===== config.mk =====
export PLATFORM = sky130hd
export DESIGN_NAME = seg_scan_ctrl
export DESIGN_NICKNAME = d
export VERILOG_FILES = /design/src/rtl/seg_scan_pkg.sv /design/src/rtl/scan_slot_timer.sv /design/src/rtl/seg_scan_ctrl.sv
export SDC_FILE = /design/constraint.sdc
export NUM_CORES = 1
export LEC_CHECK = 0
export ABC_CLOCK_PERIOD_IN_PS = 3400
export BUFFER_PORTS_ARGS = -buffer_cell sky130_fd_sc_hd__buf_2
export CAP_MARGIN = 20
export CORE_MARGIN = 1
export CORE_UTILIZATION = 50
export CTS_BUF_LIST = sky130_fd_sc_hd__clkbuf_2 sky130_fd_sc_hd__clkbuf_4 sky130_fd_sc_hd__clkbuf_8
export DETAILED_ROUTE_END_ITERATION = 10
export PLACE_DENSITY_LB_ADDON = 0.15
export SLEW_MARGIN = 40
export SYNTH_ARGS = -nofsm -noshare
export SYNTH_HDL_FRONTEND = slang
export SYNTH_SLANG_ARGS = --single-unit

===== constraint.sdc =====
create_clock -name clk -period 3.4 [get_ports clk]
set_input_delay 0.34 -clock clk [delete_from_list [all_inputs] [get_ports clk]]
set_output_delay 0.34 -clock clk [all_outputs]
set_load 0.02 [all_outputs]

===== src/rtl/seg_scan_pkg.sv =====
`default_nettype none
// ============================================================================
// Module      : seg_scan_pkg
// Description : Shared types and constants for the 7-segment scan controller.
//               Provides the active-low segment codes, the scan FSM state
//               encoding, and the BCD-to-segment decode function.
// Revision    : 1.0 - initial release
// ============================================================================
package seg_scan_pkg;

    // Segment order is {a,b,c,d,e,f,g}; a low bit lights the segment.
    localparam logic [6:0] SEG_BLANK = 7'b1111111;

    localparam logic [6:0] SEG_DIGIT [0:9] = '{
        7'b0000001,  // 0
        7'b1001111,  // 1
        7'b0010010,  // 2
        7'b0000110,  // 3
        7'b1001100,  // 4
        7'b0100100,  // 5
        7'b0100000,  // 6
        7'b0001111,  // 7
        7'b0000000,  // 8
        7'b0000100   // 9
    };

    typedef enum logic [1:0] {
        IDLE  = 2'd0,
        BLANK = 2'd1,
        DRIVE = 2'd2
    } scan_state_e;

    // Non-decimal codes (10..15) show nothing rather than a garbage glyph.
    function automatic logic [6:0] bcd_to_seg(input logic [3:0] bcd);
        logic [6:0] w_seg;
        w_seg = SEG_BLANK;
        for (int i = 0; i < 10; i++) begin
            if (bcd == 4'(i)) begin
                w_seg = SEG_DIGIT[i];
            end
        end
        return w_seg;
    endfunction

endpackage
`default_nettype wire


===== src/rtl/scan_slot_timer.sv =====
`default_nettype none
// ============================================================================
// Module      : scan_slot_timer
// Description : Slot counter and digit index for the display scan. Each slot
//               lasts PRESCALE cycles, the first BLANK_CYCLES of which are
//               the anti-ghosting blank. Flags slot and frame boundaries.
// Revision    : 1.0 - initial release
// ============================================================================
module scan_slot_timer #(
    parameter int NUM_DIGITS   = 4,
    parameter int PRESCALE     = 50000,
    parameter int BLANK_CYCLES = 500,
    localparam int CW = $clog2(PRESCALE),
    localparam int DW = $clog2(NUM_DIGITS)
) (
    input  logic          clk,
    input  logic          rst,
    input  logic          i_run,
    input  logic          i_clear,
    output logic [DW-1:0] o_digit,
    output logic          o_in_blank,
    output logic          o_blank_end,
    output logic          o_slot_end,
    output logic          o_frame_wrap
);

    localparam logic [CW-1:0] c_cnt_last   = CW'(PRESCALE - 1);
    localparam logic [CW-1:0] c_blank_len  = CW'(BLANK_CYCLES);
    localparam logic [CW-1:0] c_blank_last = CW'(BLANK_CYCLES - 1);
    localparam logic [DW-1:0] c_dig_last   = DW'(NUM_DIGITS - 1);

    logic [CW-1:0] r_cnt;
    logic [DW-1:0] r_dig;

    // Count cycles within a slot; advance the digit when the slot expires.
    always_ff @(posedge clk or posedge rst) begin
        if (rst) begin
            r_cnt <= '0;
            r_dig <= '0;
        end else if (i_clear) begin
            r_cnt <= '0;
            r_dig <= '0;
        end else if (i_run) begin
            if (r_cnt == c_cnt_last) begin
                r_cnt <= '0;
                r_dig <= (r_dig == c_dig_last) ? '0 : r_dig + DW'(1);
            end else begin
                r_cnt <= r_cnt + CW'(1);
            end
        end
    end

    assign o_digit      = r_dig;
    assign o_in_blank   = (r_cnt < c_blank_len);
    assign o_blank_end  = (r_cnt == c_blank_last);
    assign o_slot_end   = (r_cnt == c_cnt_last);
    assign o_frame_wrap = o_slot_end && (r_dig == c_dig_last);

endmodule
`default_nettype wire


===== src/rtl/seg_scan_ctrl.sv =====
`default_nettype none
// ============================================================================
// Module      : seg_scan_ctrl
// Description : Time-multiplexed common-anode 7-segment scan controller.
//               One decode path is shared across NUM_DIGITS digits. Host
//               values enter a shadow buffer via valid/ready and are only
//               committed at frame boundaries (or at once while scanning is
//               disabled), so a frame never mixes old and new digits.
//               Optional macro LEADING_ZERO_BLANK_EN suppresses leading
//               zeros on digits above digit 0.
// Revision    : 1.0 - initial release
// ============================================================================
module seg_scan_ctrl
    import seg_scan_pkg::*;
#(
    parameter int NUM_DIGITS   = 4,
    parameter int PRESCALE     = 50000,
    parameter int BLANK_CYCLES = 500
) (
    input  logic                    clk,
    input  logic                    rst,
    input  logic                    en,
    input  logic                    load_valid,
    output logic                    load_ready,
    input  logic [4*NUM_DIGITS-1:0] load_data,
    output logic [6:0]              seg,
    output logic [NUM_DIGITS-1:0]   an,
    output logic                    frame_done
);

    localparam int DW = $clog2(NUM_DIGITS);

    scan_state_e             r_state;
    scan_state_e             w_state_nxt;
    logic [4*NUM_DIGITS-1:0] r_shadow;
    logic [4*NUM_DIGITS-1:0] r_active;
    logic                    r_pending;
    logic [6:0]              r_seg;
    logic [NUM_DIGITS-1:0]   r_an;
    logic                    r_frame_done;

    logic                    w_run;
    logic                    w_clear;
    logic                    w_accept;
    logic                    w_wrap;
    logic                    w_commit;
    logic                    w_drive;
    logic [DW-1:0]           w_digit;
    logic                    w_in_blank;
    logic                    w_blank_end;
    logic                    w_slot_end;
    logic                    w_frame_wrap;
    logic [3:0]              w_digit_val [NUM_DIGITS];
    logic [NUM_DIGITS-1:0]   w_blank_dig;

    assign w_run   = en && (r_state != IDLE);
    assign w_clear = !en;

    scan_slot_timer #(
        .NUM_DIGITS   (NUM_DIGITS),
        .PRESCALE     (PRESCALE),
        .BLANK_CYCLES (BLANK_CYCLES)
    ) u_timer (
        .clk          (clk),
        .rst          (rst),
        .i_run        (w_run),
        .i_clear      (w_clear),
        .o_digit      (w_digit),
        .o_in_blank   (w_in_blank),
        .o_blank_end  (w_blank_end),
        .o_slot_end   (w_slot_end),
        .o_frame_wrap (w_frame_wrap)
    );

    // Scan FSM state register.
    always_ff @(posedge clk or posedge rst) begin
        if (rst) begin
            r_state <= IDLE;
        end else begin
            r_state <= w_state_nxt;
        end
    end

    // Next-state: blank then drive each slot; dropping en always parks in IDLE.
    always_comb begin
        w_state_nxt = r_state;
        if (!en) begin
            w_state_nxt = IDLE;
        end else begin
            case (r_state)
                IDLE:    w_state_nxt = BLANK;
                BLANK:   if (w_blank_end) w_state_nxt = DRIVE;
                DRIVE:   if (w_slot_end)  w_state_nxt = BLANK;
                default: w_state_nxt = IDLE;
            endcase
        end
    end

    // A commit needs pending set and an accept needs it clear, so the two
    // never collide and a value accepted at a frame wrap waits a full frame.
    assign load_ready = !r_pending;
    assign w_accept   = load_valid && !r_pending;
    assign w_wrap     = w_run && (r_state == DRIVE) && w_frame_wrap;
    assign w_commit   = r_pending && (w_wrap || !en);

    // Shadow capture on handshake; active update at commit.
    always_ff @(posedge clk or posedge rst) begin
        if (rst) begin
            r_shadow  <= '0;
            r_active  <= '0;
            r_pending <= 1'b0;
        end else if (w_commit) begin
            r_active  <= r_shadow;
            r_pending <= 1'b0;
        end else if (w_accept) begin
            r_shadow  <= load_data;
            r_pending <= 1'b1;
        end
    end

    generate
        for (genvar k = 0; k < NUM_DIGITS; k++) begin : g_digits
            assign w_digit_val[k] = r_active[4*k +: 4];
        end
    endgenerate

`ifdef LEADING_ZERO_BLANK_EN
    // Walk down from the top digit; a digit blanks while it and everything above are zero.
    always_comb begin
        logic w_zeros;
        w_blank_dig = '0;
        w_zeros     = 1'b1;
        for (int k = NUM_DIGITS - 1; k > 0; k--) begin
            w_zeros        = w_zeros && (w_digit_val[k] == 4'd0);
            w_blank_dig[k] = w_zeros;
        end
    end
`else
    assign w_blank_dig = '0;
`endif

    assign w_drive = en && (r_state == DRIVE) && !w_in_blank;

    // Registered display outputs, one cycle behind the scan state.
    always_ff @(posedge clk or posedge rst) begin
        if (rst) begin
            r_seg        <= SEG_BLANK;
            r_an         <= '1;
            r_frame_done <= 1'b0;
        end else begin
            r_frame_done <= w_wrap;
            if (w_drive) begin
                r_an  <= ~(NUM_DIGITS'(1) << w_digit);
                r_seg <= w_blank_dig[w_digit] ? SEG_BLANK
                                              : bcd_to_seg(w_digit_val[w_digit]);
            end else begin
                r_an  <= '1;
                r_seg <= SEG_BLANK;
            end
        end
    end

    assign seg        = r_seg;
    assign an         = r_an;
    assign frame_done = r_frame_done;

endmodule
`default_nettype wire


After elaboration in Yosys (flattened, before gate mapping) --
Cells that the tools add are included.
Operators by class: bitwise logic cells 3, $lt $le $gt $ge 3, $add $sub $neg 2, shift operators 1, muxes and demuxes 31, equality and inequality tests 18, reductions and logical operators 19
Operators with widths (number):
- two-way mux 7 bit | 12
- two-way mux 16 bit | 3
- adder 16 x 1 -> 16 bit (second input constant) | 1
- == test 16 bit (second input constant) | 1
- == test 16 x 9 -> 1 bit (second input constant) | 1
- == test 4 x 3 -> 1 bit (second input constant) | 4
- less-than comparator 16 x 9 -> 1 bit (second input constant) | 1
- two-way mux 2 bit | 7
- two-way mux 4 bit | 3
- binary-select mux 4 bit (select 2 bit) | 1
- == test 4 x 2 -> 1 bit (second input constant) | 2
- == test 4 bit (second input constant) | 2
- logical AND 1 bit | 8
- != test 3 x 2 -> 1 bit (second input constant) | 2
- one-hot mux 2 bit (3 select lines) | 1
- AND reduction 2 bit | 3
- == test 2 bit (second input constant) | 2
- == test 4 x 1 -> 1 bit (second input constant) | 1
- zero test 4 bit | 1
- != test 2 x 1 -> 1 bit (second input constant) | 2
- NOT 4 bit | 1
- nonzero test 2 bit | 2
- left shift 1 x 2 -> 4 bit (first input constant) | 1
- greater-or-equal comparator 3 bit (second input constant) | 1
- 10 further kinds | 14
Storage, ports and cells: register bits after elaboration 65, logic and storage cells 86, output and inout bits 13, bits of input ports 20

Logic depth before layout (Yosys ltp) --
word-level depth 17, depth in mapped cells 7, depth with buffers taken out 6

Cells and area by module --
Synthesis repeated with hierarchy kept, for this count alone.
Second synthesis, totals: cells, all modules 258, area, all modules 3030.4 sq um
By module, submodules not included:
- seg_scan_ctrl | cells each 144, area each 1989.4 sq um, seq. area each 1189.9 sq um, instances 1
- scan_slot_timer | cells each 114, area each 1041.0 sq um, seq. area each 450.4 sq um, instances 1

Worst setup path after synthesis --
OpenSTA, ideal clock, no wires.
path kind reg2reg, from register u_timer.r_dig[0], in the netlist u_timer.o_digit[0], to register r_seg[6], in the netlist seg[6], required time 3301 ps, stages on the path, launching flop included 6, path buffers 1, setup time 99 ps, path slack 1550 ps, arrival time 1750 ps, cells stage by stage dfrtp_1 -> clkbuf_1 -> mux4_2 -> and2_1 -> o32ai_1 -> nand2_1
On the way: word-level cells in the longest chain between the ends 17, elaborated cells between the ends (all ways) 28, those cells by class 9 x eq/ne; 17 x mux; 1 x bitwise; 1 x reduce/logical
Ends and longest elaborated chain:
- start, declared | line scan_slot_timer.sv:33 | logic [DW-1:0] r_dig;
- start signal, assigned | line scan_slot_timer.sv:46 | r_dig <= (r_dig == c_dig_last) ? '0 : r_dig + DW'(1);
- NOT 2 -> 3 bit (implied by the code) | line seg_scan_ctrl.sv:155 | : bcd_to_seg(w_digit_val[w_digit]);
- binary-select mux 4 bit (select 2 bit) | line seg_scan_ctrl.sv:155
- two-way mux 4 bit (implied by the code) (2 in series) | line seg_scan_ctrl.sv:155
- zero test 4 bit | line seg_scan_pkg.sv:38 | if (bcd == 4'(i)) begin
- two-way mux 7 bit (10 in series) | line seg_scan_pkg.sv:38
- two-way mux 7 bit * | line seg_scan_ctrl.sv:154 | r_seg <= w_blank_dig[w_digit] ? SEG_BLANK
- two-way mux 7 bit * | line seg_scan_ctrl.sv:152 | if (w_drive) begin
- end signal, assigned | line seg_scan_ctrl.sv:154
- end, declared | line seg_scan_ctrl.sv:38 | logic [6:0] r_seg;
Mark *: on every way between the ends. The rest lies on a longest branch, timed or not. The select of a mux whose other input is x is not followed. A chain may end at the register's enable or synchronous reset.

Worst setup path in the final report --
from register u_timer.r_cnt[10], to register r_active[14]
On the way: word-level cells in the longest chain between the ends 5
Ends and longest elaborated chain:
- start, declared | line scan_slot_timer.sv:32 | logic [CW-1:0] r_cnt;
- start signal, assigned | line scan_slot_timer.sv:48 | r_cnt <= r_cnt + CW'(1);
- == test 16 bit | line scan_slot_timer.sv:56 | assign o_slot_end = (r_cnt == c_cnt_last);
- logical AND 1 bit | line scan_slot_timer.sv:57 | assign o_frame_wrap = o_slot_end && (r_dig == c_dig_last);
- logical AND 1 bit | line seg_scan_ctrl.sv:103 | assign w_wrap = w_run && (r_state == DRIVE) && w_frame_wrap;
- logical OR 1 bit | line seg_scan_ctrl.sv:104 | assign w_commit = r_pending && (w_wrap || !en);
- logical AND 1 bit | line seg_scan_ctrl.sv:104
- end signal, assigned | line seg_scan_ctrl.sv:113 | r_active <= r_shadow;
- end, declared | line seg_scan_ctrl.sv:36 | logic [4*NUM_DIGITS-1:0] r_active;
Every way passes these cells.

==> results.sh <==
export IMPL_worst_hold_path_type="input pin to async pin"
export IMPL_io_pins=33
export IMPL_worst_path_max_fanout=16
export IMPL_peakVddDrop_v=0.0004523
export IMPL_fin_skew_ns=0.005306
export IMPL_clk_pin_slew_ns=0.07
export IMPL_post_route_period_util_pct=61.01
export IMPL_worstMarginPinSlew_ns=0.7973
export IMPL_max_cap_violations=0
export IMPL_stdcell_count=351
export IMPL_cts_made_buffers=9
export IMPL_ctsHoldBuffers=0
export IMPL_portBuffers=32
export IMPL_yosys_cell_count_top_type="dfrtp_1"
export IMPL_synthesis_instances=234
export IMPL_cts_htree_levels=3
export IMPL_grt_max_degree=36
export IMPL_drive_gt1_share_pct=37.28
export IMPL_crit_path_cell_trace="nor4_4 -> nand4b_4 -> o21ai_2 -> nand2_2 -> mux2_4"
export IMPL_drtIter0Drc=60
export IMPL_clkSinkCount=65
export IMPL_ys_seq_area_share_pct=55.67
export IMPL_root_buffer="clkbuf_8"
export IMPL_rows=27
export IMPL_startpoint_type="register"
export IMPL_crit_required_ns=3.62
export IMPL_final_antenna_net_count=0
export IMPL_crit_type="register to register"
export IMPL_avgSynthCellArea_sq_um=12.59
export IMPL_cp_slowest_cell="dfrtp_1"
export IMPL_synth_top_area_cell="dfrtp_1"
export IMPL_wl_um=5032
export IMPL_drt_pass1_iter_count=4
export IMPL_die_x_um=78.77
export IMPL_rsz0062_at_grt="false"
export IMPL_synth_seq_cells=65
export IMPL_grt_pass1_wl_um=8880
export IMPL_cts_tree="built"
export IMPL_hold_viol_final=0
export IMPL_hpwl_um=3519
export IMPL_routabilityCongestion=0.7625
export IMPL_cts_max_path_buffers=2
export IMPL_antenna_found_initial=0
export IMPL_synth_top_area_share_pct=45.86
export IMPL_n_antenna_cell=0
export IMPL_powerDensity_nw_per_um2=645.3
export IMPL_slew_headroom_pct=46.73
export IMPL_start_util_pct=52.54
export IMPL_drt_wirelength_per_cell_um=14.34
export IMPL_drc=0
export IMPL_async_flop_share_pct=100.0
export IMPL_cts_resized=0
export IMPL_chipHeight_um=78.77
export IMPL_endpoint_kind="register"
export IMPL_placed_cells=335
export IMPL_syn_num_nets=259
export IMPL_synthFlopType="dfrtp_1"
export IMPL_clock_latency_ns=0.34
export IMPL_groute_usage_overall_pct=19.15
export IMPL_post_cts_setup_buffers=0
export IMPL_grt_overflow_total=0
export IMPL_status="finished, final reports clean"
export IMPL_nNetsFinal=299
export IMPL_vias=1846
export IMPL_via_per_inst=5.259
export IMPL_coreArea_sq_um=5608
export IMPL_synth_edff_count=0
export IMPL_min_period_ns=2.074
export IMPL_setup_violations=0
export IMPL_setup_tns_ns=0
export IMPL_die_area_sq_um=6204
export IMPL_area_growth_pct=15.92
export IMPL_reg2reg_slack_ns=1.33
export IMPL_synth_area_leaders="dfrtp_1, dfstp_2, mux2_2"
export IMPL_synthDistinctLibCells=43
export IMPL_arrival_ns=2.29
export IMPL_reg2regPathDepth=5
export IMPL_synth_commonest_cells="dfrtp_1, nor2_1, mux2_2, nand2_1, dfstp_2"
export IMPL_leakagePower_uw=0.001523
export IMPL_fmax_mhz=482.1
export IMPL_drv_slew=0
export IMPL_critical_path_max_stage_delay_ns=0.44
export IMPL_syn_area_sq_um=2947
export IMPL_ys_warn_count=0
export IMPL_grt_pass1_vias=1842
[per-stage QoR]
step | area (sq um) | utilization, % | hold slack, ns | power [uW] | setup WS [ns]
2_1_floorplan | 2947 | - | 0.4686 | 1370 | 1.452
3_3_place_gp | 3184 | 56.78 | 0.4613 | 1464 | 1.370
3_5_place_dp | 3184 | 56.78 | 0.4617 | 1485 | 1.347
4_1_cts | 3408 | 60.78 | 0.09255 | 2220 | 1.333
5_1_grt | 3416 | 60.91 | 0.1297 | 2330 | 1.228
6_report | 3416 | 60.91 | 0.07670 | 2204 | 1.326
[sequential cells by signal, indices dropped and copies added (netlist names)]
register / cells
frame_done: 1
u_timer.r_cnt: 16
r_active: 16
u_timer.o_digit: 2
r_pending: 1
seg: 7
r_state: 2
an: 4
r_shadow: 16
[cells in the final DEF, fill, tap and decap left out, types with 2 or more instances in the layout]
| master | n |
|---|---|
| a21oi_1 | 6 |
| and2_1 | 3 |
| buf_2 | 32 |
| buf_4 | 2 |
| bufinv_16 | 2 |
| clkbuf_8 | 10 |
| clkinv_2 | 2 |
| dfrtp_1 | 54 |
| dfstp_2 | 11 |
| ha_1 | 5 |
| inv_1 | 8 |
| mux2_2 | 22 |
| mux2_4 | 10 |
| mux4_2 | 4 |
| nand2_1 | 17 |
| nand3_1 | 10 |
| nand4_1 | 3 |
| nor2_1 | 23 |
| nor2b_1 | 4 |
| nor3_1 | 3 |
| o211ai_1 | 4 |
| o21ai_0 | 6 |
| xnor2_1 | 4 |
| xor2_1 | 10 |
[worst paths after layout]
path,start,to
setup / recovery,u_timer.r_cnt[10],r_active[14]
hold / removal,rst,r_shadow[10]
setup reg to reg,u_timer.r_cnt[10],r_active[14]
hold reg to reg,r_shadow[13],r_active[13]
max in group asynchronous,rst,an[2]
min in group clk,load_data[15],r_shadow[15]
[area by class of cell]
class	instances	area (sq um)
fill	494	2192
multi-input combinational	155	1252
sequential	65	1640
inverter	9	33.78
clock buffer	11	145.1
timing repair buffer	34	175.2
tap	72	90.09
clock inverter	5	78.83
[report_power, final]
| group | switching (uW) | internal [uW] | leakage (uW) |
|---|---|---|---|
| combinational | 220 | 249 | 0.000617 |
| clock | 293 | 440 | 0.000117 |
| sequential | 90.1 | 911 | 0.000789 |
| total | 603 | 1600 | 0.00152 |
[metal layers]
| metal | GRT usage, % | part of all wire (%) | wire length (um) |
|---|---|---|---|
| met5 | 0 | 0 | 0 |
| met4 | 10.00 | 2.2 | 110 |
| met3 | 4.713 | 3.2 | 159 |
| met2 | 28.78 | 46 | 2334 |
| met1 | 25.73 | 48 | 2428 |
[kinds of logic (layout without fill, tap and decap cells)]
kind of cell | Yosys count | count (layout) | share of synthesized area, %
compound gates | 23 | 23 | 4.884
mux | 37 | 37 | 16.90
xor+xnor | 14 | 14 | 4.161
flops | 65 | 65 | 55.67
buf+inv | 14 | 59 | 2.080
fa+ha+maj | 5 | 5 | 2.123
simple gates | 76 | 76 | 14.18
[worst max-delay path: cells and delay by family, from the launching register on]
family,cells,cell delay [ns]
simple gates,3,0.91
flops,1,0.44
mux,1,0.40
compound gates,1,0.21
(Power assumes the default switching activity.)
